### src/rtl/alu_wide_seq.sv
// alu_wide_seq: multi-byte ADD/SUB/SHL1/XOR sequencer driving an 8-bit combinational ALU, LSB byte first
module alu_wide_seq #(
  parameter int NBYTES = 2,
  localparam int W = 8 * NBYTES
) (
  input  logic         clk,
  input  logic         reset,
  input  logic         start,
  input  logic [1:0]   cmd,
  input  logic [W-1:0] opnd_a,
  input  logic [W-1:0] opnd_b,
  output logic         busy,
  output logic         done,
  output logic [W-1:0] result,
  output logic         flag_c,
  output logic         flag_z,
  output logic         flag_n,
  output logic [3:0]   alu_op,
  output logic         alu_ci,
  output logic [7:0]   alu_in_acc,
  output logic [7:0]   alu_in_a,
  input  logic [7:0]   alu_acc,
  input  logic         alu_co,
  input  logic         alu_z,
  input  logic         alu_neg
);
  localparam logic [3:0] kCLR = 4'd0, kADD = 4'd1, kSUB = 4'd2, kSHL = 4'd3, kXOR = 4'd4;
  localparam logic [1:0] LAST = 2'(NBYTES - 1);
  typedef enum logic [1:0] {IDLE, RUN, DONE} state_t;
  state_t state_q, state_d;
  logic [1:0] idx_q, idx_d, cmd_q, cmd_d;
  logic [W-1:0] a_q, a_d, b_q, b_d, result_q, result_d;
  logic carry_q, carry_d, zacc_q, zacc_d;
  logic busy_q, busy_d, done_q, done_d;
  logic fc_q, fc_d, fz_q, fz_d, fn_q, fn_d;
  logic run, co;
  logic [7:0] byte_a, byte_b;
  always_comb begin
    run = state_q == RUN;
    byte_a = a_q[8*idx_q +: 8];
    byte_b = b_q[8*idx_q +: 8];
    alu_op = !run ? kCLR : cmd_q == 2'd2 ? kSHL : cmd_q == 2'd3 ? kXOR : kADD;
    alu_in_acc = run ? byte_a : 8'd0;
    alu_in_a = !run ? 8'd0 : cmd_q == 2'd2 ? 8'd1 : cmd_q == 2'd1 ? ~byte_b : byte_b;
    // SUB is A + ~B + 1, so the first byte's carry-in provides the +1
    alu_ci = (!run || cmd_q == 2'd3) ? 1'b0 : idx_q == 2'd0 ? cmd_q == 2'd1 : carry_q;
    co = cmd_q != 2'd3 && alu_co;
    state_d = state_q;
    idx_d = idx_q;
    cmd_d = cmd_q;
    a_d = a_q;
    b_d = b_q;
    result_d = result_q;
    carry_d = carry_q;
    zacc_d = zacc_q;
    fc_d = fc_q;
    fz_d = fz_q;
    fn_d = fn_q;
    if (state_q == IDLE && start) begin
      state_d = RUN;
      idx_d = 2'd0;
      cmd_d = cmd;
      a_d = opnd_a;
      b_d = opnd_b;
      carry_d = 1'b0;
      zacc_d = 1'b1;
    end else if (run) begin
      result_d[8*idx_q +: 8] = alu_acc;
      carry_d = co;
      zacc_d = zacc_q & alu_z;
      idx_d = idx_q + 2'd1;
      if (idx_q == LAST) begin
        state_d = DONE;
        fc_d = co;
        fz_d = zacc_q & alu_z;
        fn_d = alu_neg;
      end
    end else if (state_q == DONE) begin
      state_d = IDLE;
    end
    busy_d = state_d != IDLE;
    done_d = state_d == DONE;
  end
  always_ff @(posedge clk) begin
    if (reset) begin
      state_q <= IDLE;
      idx_q <= 2'd0;
      cmd_q <= 2'd0;
      a_q <= '0;
      b_q <= '0;
      result_q <= '0;
      carry_q <= 1'b0;
      zacc_q <= 1'b1;
      busy_q <= 1'b0;
      done_q <= 1'b0;
      fc_q <= 1'b0;
      fz_q <= 1'b0;
      fn_q <= 1'b0;
    end else begin
      state_q <= state_d;
      idx_q <= idx_d;
      cmd_q <= cmd_d;
      a_q <= a_d;
      b_q <= b_d;
      result_q <= result_d;
      carry_q <= carry_d;
      zacc_q <= zacc_d;
      busy_q <= busy_d;
      done_q <= done_d;
      fc_q <= fc_d;
      fz_q <= fz_d;
      fn_q <= fn_d;
    end
  end
  assign busy = busy_q;
  assign done = done_q;
  assign result = result_q;
  assign flag_c = fc_q;
  assign flag_z = fz_q;
  assign flag_n = fn_q;
endmodule

### config.mk
export PLATFORM = sky130hd
export DESIGN_NAME = alu_wide_seq
export DESIGN_NICKNAME = d
export VERILOG_FILES = /design/src/rtl/alu_wide_seq.sv
export SDC_FILE = /design/constraint.sdc
export NUM_CORES = 1
export LEC_CHECK = 0
export BUFFER_PORTS_ARGS = -buffer_cell sky130_fd_sc_hd__buf_2
export CORE_MARGIN = 10
export CORE_UTILIZATION = 45
export DETAILED_ROUTE_END_ITERATION = 6
export PLACE_DENSITY = 0.75
export REMOVE_ABC_BUFFERS = 1
export SETUP_SLACK_MARGIN = 0.4
export SYNTH_ARGS = -nofsm -noshare
export SYNTH_HDL_FRONTEND = slang
export SYNTH_SLANG_ARGS = --single-unit
### constraint.sdc
create_clock -name clk -period 1.8 [get_ports clk]
set_clock_uncertainty 0.05 [all_clocks]
set_input_delay 0.36 -clock clk [delete_from_list [all_inputs] [get_ports clk]]
set_output_delay 0.36 -clock clk [all_outputs]
set_load 0.005 [all_outputs]
Word level (Yosys, flattened, before mapping)
Cells that the tools add are included.

Logic and storage cells: 54. Flip-flop bits (word level): 61. Output and inout port bits: 42. Bits of input ports: 48.

Add/subtract/negate cells: 2. Shift operators: 4. Equal/unequal tests: 8. Reductions and logical operators: 10. Bitwise logic cells: 3. Mux-type cells: 14.

Operator list (count): $neg 5->34 (1); $shift 8x34->16 const A (1); $shiftx 8x34->16 (1); $mux 8 (4); $shiftx 16x6->8 (2); $bwmux 16 (1); $mux 3 (3); $eq 2x2->1 const B (4); $mux 2 (4); $not 8->8 (1); $eq 2x1->1 const B (3); $logic_not 2->1 (2); $reduce_and 3->1 (1); $add 2x1->2 const B (1); $logic_and 1x1->1 (2); $mux 1 (2); $ne 2x2->1 const B (1); $reduce_and 2->1 (1); $reduce_bool 2->1 (1); $reduce_or 2->1 (1); $and 1x1->1 (1); $logic_not 1->1 (1); $logic_or 1x1->1 (1); $not 1->1 (1).

Depth between registers and ports, before layout
Gate-level depths: netlist of the first run.

Depth in word-level cells: 5. Mapped depth: 8. Gate-level depth less buffers: 5.

Least setup slack after synthesis of the first run
OpenSTA, ideal clock, no wires.

Kind: reg2reg. Start point: reg idx_q[0]. End point: reg result_q[10], in the netlist result[10]. Period minus slack after synthesis: 1.941 ns. Data arrival time: 1.763 ns. Required time: 1.622 ns. Path slack: -0.141 ns. Setup time: 0.128 ns. Stages on the path, launching flop included: 9. Path buffers: 3. Cell sequence: dfxtp_1 > buf_4 > buf_2 > inv_1 > ha_1 > and4b_1 > clkbuf_1 > a32oi_1 > nor2_1.

Cells in the longest elaborated chain, start to end: 3.

Ends and longest elaborated chain: from (decl) (line 31) `logic [1:0] idx_q, idx_d, cmd_q, cmd_d;`; from (signal assigned) (line 101) `idx_q <= idx_d;`; $neg 5->34 * (line 68) `result_d[8*idx_q +: 8] = alu_acc;`; $shiftx 8x34->16 or $shift 8x34->16 (tied branches) (line 68); $bwmux 16 * (line 68); to (signal assigned) (line 105) `result_q <= result_d;`; to (decl) (line 32) `logic [W-1:0] a_q, a_d, b_q, b_d, result_q, result_d;`.

Mark *: on every way between the ends. The rest lies on a longest branch, timed or not. A chain may end at the register's enable or synchronous reset.

Worst setup path in the final report of the first run
Start point: reg idx_q[0]. End point: out alu_in_a[2].

Cells in the longest elaborated chain, start to end: 5.

Ends and longest elaborated chain: $shiftx 16x6->8 * (line 41) `byte_b = b_q[8*idx_q +: 8];`; $not 8->8 (line 44) `alu_in_a = !run ? 8'd0 : cmd_q == 2'd2 ? 8'd1 : cmd_q == 2'd1 ? ~byte_b : byte_b;`; $mux 8 * (3 in series) (line 44); to (decl) (line 21) `output logic [7:0] alu_in_a,`.

Marked as above.

==> results of run 1 <==
metrics by stage:
step / power [mW] / instance area, um^2
after global routing: 3.48 / 3970
after CTS: 3.31 / 3910
after floorplan: 1.78 / 2540
final: 3.33 / 3970
after global placement: 1.99 / 3210
after detailed placement: 2.00 / 3210
cells in the mapped netlist (2+ instances only):
| cell | n | area share, % |
|---|---|---|
| sky130_fd_sc_hd__inv_1 | 2 | 0.28 |
| sky130_fd_sc_hd__mux2i_1 | 52 | 19 |
| sky130_fd_sc_hd__nand4_1 | 2 | 0.47 |
| sky130_fd_sc_hd__a21oi_1 | 20 | 3.7 |
| sky130_fd_sc_hd__or3_1 | 7 | 1.6 |
| sky130_fd_sc_hd__nand2_1 | 16 | 2.2 |
| sky130_fd_sc_hd__nor2b_1 | 2 | 0.47 |
| sky130_fd_sc_hd__buf_6 | 2 | 0.84 |
| sky130_fd_sc_hd__o21ai_0 | 8 | 1.5 |
| sky130_fd_sc_hd__dfxtp_1 | 61 | 45 |
| sky130_fd_sc_hd__buf_2 | 3 | 0.56 |
| sky130_fd_sc_hd__a32oi_1 | 8 | 2.6 |
| sky130_fd_sc_hd__nand2b_1 | 3 | 0.70 |
| sky130_fd_sc_hd__nor2_1 | 58 | 8.1 |
| sky130_fd_sc_hd__buf_4 | 4 | 1.1 |
| sky130_fd_sc_hd__nand3b_1 | 2 | 0.56 |
| sky130_fd_sc_hd__clkbuf_1 | 9 | 1.3 |
| sky130_fd_sc_hd__buf_12 | 2 | 1.5 |
| sky130_fd_sc_hd__nand3_1 | 10 | 1.9 |
| sky130_fd_sc_hd__ha_1 | 3 | 1.4 |
| sky130_fd_sc_hd__nor3_1 | 2 | 0.37 |
worst register-to-register path: cells and delay by family (launching register included):
family,cells,cell delay (ns)
buffers and inverters,4,0.41
flip-flops,1,0.37
adder cells (fa/ha/maj),1,0.18
AO/OA/AOI/OAI,1,0.12
AND/OR/NAND/NOR,2,0.52
per-layer routing:
metal | vias up | part of all wire [%] | global-route usage (%)
met1 | 1181 | 41 | 19.1
met4 | 0 | 2.1 | 7.27
met2 | 99 | 50 | 29.3
li1 | 1230 | - | -
met5 | - | 0 | 0
met3 | 15 | 6.2 | 5.12
power by group through the flow:
stage,Clock [mW],Sequential (mW),Combinational (mW)
5_1_grt,1.20,1.48,0.801
6_report,1.11,1.48,0.743
3_3_place_gp,0,1.49,0.491
2_1_floorplan,0,1.51,0.276
3_5_place_dp,0,1.50,0.502
4_1_cts,1.12,1.47,0.718
worst max path at each step:
stage	start	end	slack [ns]
6_report	idx_q[0]$_SDFFE_PP0P_	alu_in_a[2]	-0.18
3_3_place_gp	idx_q[0]$_SDFFE_PP0P_	alu_in_a[2]	0.13
4_1_cts	idx_q[0]$_SDFFE_PP0P_	alu_in_a[2]	-0.17
5_1_grt	idx_q[0]$_SDFFE_PP0P_	alu_in_a[2]	-0.25
3_5_place_dp	idx_q[0]$_SDFFE_PP0P_	result[14]$_SDFFE_PP0P_	0.04
2_1_floorplan	state_q[1]$_SDFF_PP0_	a_q[0]$_SDFFE_PP0P_	-1.13
sequential cells by signal, indices dropped and copies added, names as in the netlist:
signal and flops:
carry_q 1, idx_q 2, flag_n 1, b_q 16, done 1, busy 1
flag_c 1, zacc_q 1, flag_z 1, state_q 2, a_q 16, result 16
cmd_q 2
cells by family (layout without fill, tap and decap cells):
family / Yosys count / in the layout / share of synthesized area (%)
AOI/OAI and AO/OA: 40 / 40 / 8.98
xor gates and xnor gates: 1 / 1 / 0.326
adders and majority gates: 3 / 3 / 1.40
buffers and inverters: 24 / 140 / 5.86
DFF: 61 / 61 / 45.4
muxes: 52 / 52 / 19.3
other: 1 / 1 / 0.139
and+or+nand+nor: 108 / 109 / 18.6
layout by cell type (no fill, tap or decap), types with 3 or more instances in the layout:
master and instances:
sky130_fd_sc_hd__mux2i_1 49, sky130_fd_sc_hd__mux2i_2 3, sky130_fd_sc_hd__o21ai_0 8, sky130_fd_sc_hd__a21oi_1 5, sky130_fd_sc_hd__clkbuf_8 12, sky130_fd_sc_hd__dfxtp_1 56, sky130_fd_sc_hd__buf_16 7, sky130_fd_sc_hd__nand2_1 14
sky130_fd_sc_hd__nor2b_4 3, sky130_fd_sc_hd__nand3_2 8, sky130_fd_sc_hd__a21oi_2 15, sky130_fd_sc_hd__buf_2 88, sky130_fd_sc_hd__or3_1 7, sky130_fd_sc_hd__a32oi_1 7, sky130_fd_sc_hd__buf_12 3, sky130_fd_sc_hd__nor2_1 56
sky130_fd_sc_hd__buf_4 15, sky130_fd_sc_hd__buf_6 10, sky130_fd_sc_hd__dfxtp_2 3
cell type report:
type                    instances  area, um^2
clock inverters                 1        5.00
clock buffers                  14         173
repair buffers                123         918
flip-flops and latches         61        1230
inverters                       2        10.0
multi-input cells             206        1530
fillers                       456        1890
well taps                      75        93.8
repair_timing:
item,in CTS,in global routing
gates resized for setup,63,13
pin swaps,32,0
endpoints found under the setup margin,76,80
buffers inserted,16,0
cloned,8,0
==> impl_summary.md, run 1 <==
Run status
The flow ran to the end, but the final reports show violations. The checks that failed: setup timing.

Clock tree
The longest clock path from root to sink contains 2 buffers. The clock latency reported for the late side of the worst-skew pair is 0.34 ns. For this design, the sink count on the clock tree is 61. TritonCTS built the clock tree. The number of hold buffers added after CTS is 0. The clock tree synthesis step divided the H-tree into 3 levels. The root buffer cell is sky130_fd_sc_hd__clkbuf_8.

After clock tree synthesis, the clock-pin slew on the worst setup and hold paths is 0.07 ns. The TritonCTS buffer count is 9.

Synthesis
The most used flip-flop cell after synthesis is sky130_fd_sc_hd__dfxtp_1. The fraction of the yosys area taken by sequential cells is 45.4%. Counting flops with an async set or reset pin after synthesis yields a share of 0%. In this run, synthesis produced a sequential element count of 61. The post-synthesis instance area is 2690 um^2.

After technology mapping, the gate count stands at 290. The number of enable-type register cells in the synthesized netlist is 0. Averaged over all synthesized cells, the footprint is 9.28 um^2. The count of cell types in the netlist is 35. The number of warnings printed during yosys synthesis is 0.

Timing
Setup slack on the critical path of the routed design comes to -0.184 ns. Setup violations remaining at the end of the flow were counted as 14. The total count of hold-check failures in the final report is 0. The worst hold margin is 0.211 ns. The share of the cycle needed by the critical path after routing is 110%. Setup repair after global routing could not meet its margin everywhere. For the final routed database, the setup TNS stands at -1.57 ns. Subtracting the final worst setup slack from the clock period gives 1.98 ns. The number of pins with negative max-slew slack in the final report is 0. For this run, the top clock speed supported by timing is 504 MHz.

Setup path
The number of cells on the critical path is 5. Across all register-to-register paths, the minimum setup slack is 0.10 ns. Walking the worst path, the cells encountered are buf_12 > mux2i_1 > or3_1 > a21oi_2 > buf_2. STA puts the critical path data arrival time at 1.57 ns.

The critical path launch point type is a register. The sum of buffers and inverters on the critical path is 2. The delay contributed by the slowest stage of the critical path is 0.34 ns. The type of element capturing the critical path is a primary output. The critical path class is reg2out.

The endpoint identified for the worst register-to-register timing path is result[15]$_SDFFE_PP0P_. In this run the critical register-to-register path is launched from idx_q[0]$_SDFFE_PP0P_. Broken down by cell family, the worst path's largest delay share belongs to flip-flops. Among all stages on the critical path, the largest delay is contributed by sky130_fd_sc_hd__dfxtp_2. Of all nets on the critical path, the largest fanout is 7. The required time of the critical path is 1.39 ns. Counting cells, the worst reg-to-reg path comes to 8.

Power
The internal portion of the total power is 2.42 mW. In this run the power density over the cells is 839 nW/um^2. Net switching is 27.3% of the power. Across the VDD grid, the largest voltage drop is 0.000502 V. The share of total power dissipated in the clock network is 33.3%. The leakage power is 1.72 nW. The relative contribution of combinational cells to total power is 22.3%. Summed over all nets, the switching power comes to 0.908 mW.

Per report_power, the sequential group accounts for 44.3% of the total.

Layout
The number of diodes added for antenna fixing is 0. In the final design database the tool counted 454 nets. For this run, the number of standard cells in the final layout without fillers is 482. Compared with the post-synthesis result, the final layout area differs by 47.4%.

For this run, the share of the core covered by cells in the final layout is 67.8%. The share of post-route cells with drive strength above 1 is 46.2%.

Placed design
The minimum setup slack after placement is 0.0383 ns. The post-placement cell count is 443. The congestion estimate from routability-driven global placement came to 0.778.

The count of buffers from port buffering is 88. Once detailed placement completed, the half-perimeter wirelength came to 5120 um.

Hold path
For hold timing, the worst endpoint is a_q[2]$_SDFFE_PP0P_. Along the worst hold path, the cell count comes to 3. In this run the worst hold path is classified as in2reg. The start point of the worst min-delay path is opnd_a[2].

Routing
In the final routed layout, each cell accounts on average for 17.2 um. The detailed router finished its first iteration with 118 violations. The count of antenna-violating nets left after detailed routing is 0.

The via density per instance is 5.24. The number of remaining DRC errors is 0. The first-pass detailed-route iteration total is 4. The total wirelength of the detailed-routed design is 8280 um. The count of vias placed by the detailed router is 2,525.

Floorplan
The y dimension of the die is 97.3 um. The die is 97.3 um wide. The die area is 9470 um^2. The I/O pin total is 90.

The starting density of the core is 46.0%. The core region is 5850 um^2. The cell row count is 28.

Global route
The aggregate global routing overflow is 0. The via count of the first global-routing pass came to 2,663. The initial antenna violation count was 0. For this run, the total global-route usage over all layers was measured as 17.1%. The first global-routing pass estimated 13,500 um of wire.

The largest net degree at the start of global routing is 34.

Run
The tool flagged a number of max-cap violations equal to 0.
Note: power is estimated with default switching activity, not from simulation.
==> run 2, diff against run 1 <==
ABC_AREA = 1   (was default)
CORE_UTILIZATION = 46   (was 45)
PLACE_DENSITY = 0.76   (was 0.75)
==> impl_summary.md, run 2 <==
Synthesis
The cell type with the largest total area after synthesis is sky130_fd_sc_hd__dfxtp_1. The count of cell types in the netlist was 25 (-29%). The number of warnings printed during yosys synthesis is 0 (unchanged).

Yosys attributes the largest share of cell area to sky130_fd_sc_hd__dfxtp_1 42%, sky130_fd_sc_hd__nand2_1 14%, sky130_fd_sc_hd__nor2_1 13%, sky130_fd_sc_hd__o21ai_0 6.3%, sky130_fd_sc_hd__inv_1 5.1%. The number of enable-type register cells in the synthesized netlist came to 0 (unchanged). The number of flip-flops and latches in the synthesized netlist is 61 (unchanged). The average footprint of a synthesized cell came to 6.60 um^2 (-29%). The share of flip-flops with an asynchronous set or reset is 0% (unchanged). The most frequently used cell type in the post-synthesis netlist is sky130_fd_sc_hd__nand2_1. Sorting the synthesized cells by how often they occur yields 111 x sky130_fd_sc_hd__nand2_1, 100 x sky130_fd_sc_hd__nor2_1, 61 x sky130_fd_sc_hd__dfxtp_1.

The fraction of the yosys area taken by sequential cells came to 41.5% (-3.8 points). The post-synthesis instance area was 2940 um^2 (+9.3%). The dominant synthesized flop cell is sky130_fd_sc_hd__dfxtp_1. The gate count of the mapped netlist came to 445 (+53%). The area share of the largest cell type after synthesis is 41.5% (-3.8 points).

Clock tree
The number of sinks driven by the clock tree came to 61 (unchanged). The number of H-tree levels is 3 (unchanged). The number of hold buffers added after CTS is 0 (unchanged). The root buffer cell is sky130_fd_sc_hd__clkbuf_8. The TritonCTS buffer count was 9 (unchanged).

The clock slew seen by the registers of the worst setup and hold paths is 0.07 ns (about the same). The clock tree from TritonCTS is done. The clock latency reported for the late side of the worst-skew pair was 0.34 ns (about the same). The maximum buffer depth of the clock tree was 2 (unchanged).

Setup path
STA classifies the critical path endpoint as a primary output. The maximum fanout count along the critical path came to 10 (+3). The cell type with the highest occurrence count on the critical path is sky130_fd_sc_hd__nand2_1. The critical path launch point type is a register.

The data arrival time of the worst path is 1.40 ns (-0.17 ns). The required time of the critical path came to 1.39 ns (about the same). The slowest stage of the critical path belongs to the cell sky130_fd_sc_hd__dfxtp_4. The critical path class is reg2out. Traced cell by cell, the critical path runs through inv_8 > buf_12 > nand2_1 > nand2_1 > nand3_1 > nand2_1 > nor2_1 > buf_2.

The delay contributed by the slowest stage of the critical path is 0.41 ns (+0.07 ns).

Floorplan
The core footprint is 6280 um^2 (+7.3%). The horizontal die dimension was 99.9 um (+2.7%). The y dimension of the die came to 99.9 um (+2.7%). The starting density of the core came to 46.8% (+0.84 points). The cell row count was 29 (+3.6%). The I/O pin total was 90 (unchanged). The die area is 9990 um^2 (+5.4%).

Hold path
In this run the worst hold path is classified as in2reg.

Layout
The number of diodes added for antenna fixing is 0 (unchanged). The number of nets at the end of the flow came to 617 (+36%). The fill cell instance count of the final layout came to 480 (+5.3%).

The area added between synthesis and finish is 47.9%. The footprint of the flip-flops and latches is 1240 um^2 (+0.31%). The number of non-filler instances in the completed layout is 647 (+34%). Leaving out fill and tap cells, the most frequent cell in the layout is sky130_fd_sc_hd__nand2_1.

The share of post-route cells with drive strength above 1 came to 39.3% (-6.9 points). In the layout the commonest cells are 96 x sky130_fd_sc_hd__nand2_1, 94 x sky130_fd_sc_hd__nor2_1, 89 x sky130_fd_sc_hd__buf_2. The multi-input gate area in the final layout is 1680 um^2 (+9.6%).

Global route
The aggregate global routing overflow is 0 (unchanged). The aggregate global-route resource usage is 16.5% (-0.56 points). The initial antenna violation count is 0 (unchanged). The via count of the first global-routing pass is 3,040 (+14%). The wire length of the first global-routing pass is 13,600 um (+1.1%). The largest net degree at the start of global routing is 35 (+2.9%).

Run status
The final reports fail on setup timing. The run finished, with violations left.

Timing
The total count of hold-check failures in the final report is 0 (unchanged). The share of the cycle needed by the critical path after routing is 101% (-9.7 points). Setup repair after global routing could not meet its margin everywhere.

The setup-violating endpoint count in the final report is 2 (-12). The time the worst path needs with I/O delays and setup is 1.81 ns (-0.175 ns). The worst hold margin came to 0.189 ns (-0.0220 ns). The fmax is 553 MHz (+9.7%). The setup slack after layout is -0.00936 ns (+0.175 ns). The number of pins with negative max-slew slack in the final report is 0 (unchanged).

Routing
The first-iteration detailed-routing DRC count was 221 (+87%). The average routed wire per standard cell is 15.5 um (-9.6%). The via density per instance is 5.18 (-1.0%). The count of antenna-violating nets left after detailed routing is 0 (unchanged). The total wirelength of the detailed-routed design is 10,000 um (+21%). The first-pass detailed-route iteration total was 4 (unchanged). The count of vias placed by the detailed router is 3,354 (+33%). The number of remaining DRC errors is 0 (unchanged).

Power
The clock network power share came to 32.1% (-1.2 points). The relative contribution of combinational cells to total power is 24.8% (+2.5 points). The overall power after layout is 3.54 mW (+6.3%). The internal power consumption is 2.45 mW (+1.3%). The fraction of power consumed by sequential logic is 43.1% (-1.2 points). The leakage power came to 2.10 nW (+22%).

The power density over the cells came to 814 nW/um^2 (-3.0%). The net switching power is 1.08 mW (+19%). The peak ir drop on the vdd network is 0.000508 V (+1.2%). The switching share of power was 30.7% (+3.4 points).

Placed design
The routability-driven placement congestion ratio is 0.835 (+7.4%). The post-placement cell count came to 599 (+35%). The count of buffers from port buffering is 88 (unchanged). The detailed-placement wirelength estimate is 5740 um (+12%).

The minimum setup slack after placement is 0.166 ns (+0.128 ns).

Run
The total of max-cap violations is 0 (unchanged).
-- run 2: worst paths after layout --
kind / from / to / slack [ns] / cells past startpoint
hold reg to reg: carry_q$_SDFFE_PP0P_ / carry_q$_SDFFE_PP0P_ / 0.43 / 2
setup / recovery: idx_q[0]$_SDFFE_PP0P_ / alu_in_a[2] / -0.009 / 8
hold / removal: reset / state_q[1]$_SDFF_PP0_ / 0.19 / 2
setup reg to reg: idx_q[0]$_SDFFE_PP0P_ / result[14]$_SDFFE_PP0P_ / 0.35 / 8
-- run 2: routing by layer --
metal | global-route usage, % | part of all wire (%) | vias to the layer above | routed length, um
li1 | - | - | 1628 | -
met1 | 17.7 | 38 | 1571 | 3860
met2 | 29.1 | 51 | 123 | 5130
met3 | 4.12 | 6.8 | 32 | 687
met4 | 8.93 | 3.6 | 0 | 365
met5 | 0 | 0 | - | 0
-- run 2: power groups by stage --
stage / logic (mW) / clock network (mW) / registers, mW
final: 0.877 / 1.13 / 1.52
after global routing: 0.963 / 1.20 / 1.54
after CTS: 0.694 / 1.13 / 1.51
after detailed placement: 0.577 / 0 / 1.54
after global placement: 0.566 / 0 / 1.54
after floorplan: 0.345 / 0 / 1.54
-- run 2: cell type report --
type	count	area share, %
multi-input combinational	319	38.7
tap	77	2.22
timing repair inverter	1	0.259
inverter	45	4.69
clock inverter	1	0.115
clock buffer	14	3.97
sequential	61	28.4
timing repair buffer	129	21.6
-- run 2: worst max-delay path, delay by kind of cell (launching register included) --
| kind | cells | cell delay [ns] |
|---|---|---|
| AND/OR/NAND/NOR | 5 | 0.35 |
| flip-flops | 1 | 0.41 |
| buffers and inverters | 3 | 0.31 |
-- run 2: kinds of logic (layout without fill, tap and decap cells) --
| logic type | count (synthesis) | after routing | synth area share [%] |
|---|---|---|---|
| adders and majority gates | 3 | 3 | 1.28 |
| and+or+nand+nor | 245 | 246 | 34.3 |
| buffers and inverters | 66 | 190 | 10.9 |
| AOI/OAI and AO/OA | 69 | 69 | 11.9 |
| DFF | 61 | 61 | 41.5 |
| other | 1 | 1 | 0.128 |
-- run 2: what timing repair did --
action,CTS,global route
gates cloned,1,6
resized for setup,55,82
pin swaps,10,23
buffers inserted,15,11
setup endpoints to repair,41,49
-- run 2: stage by stage --
stage | util [%] | area, um^2 | setup TNS (ns)
after global placement | 54.2 | 3400 | 0
final | 69.2 | 4350 | -0.00968
after detailed placement | 54.2 | 3400 | 0
after global routing | 69.2 | 4350 | -0.607
after floorplan | - | 2790 | -3.74
after CTS | 62.6 | 3930 | 0
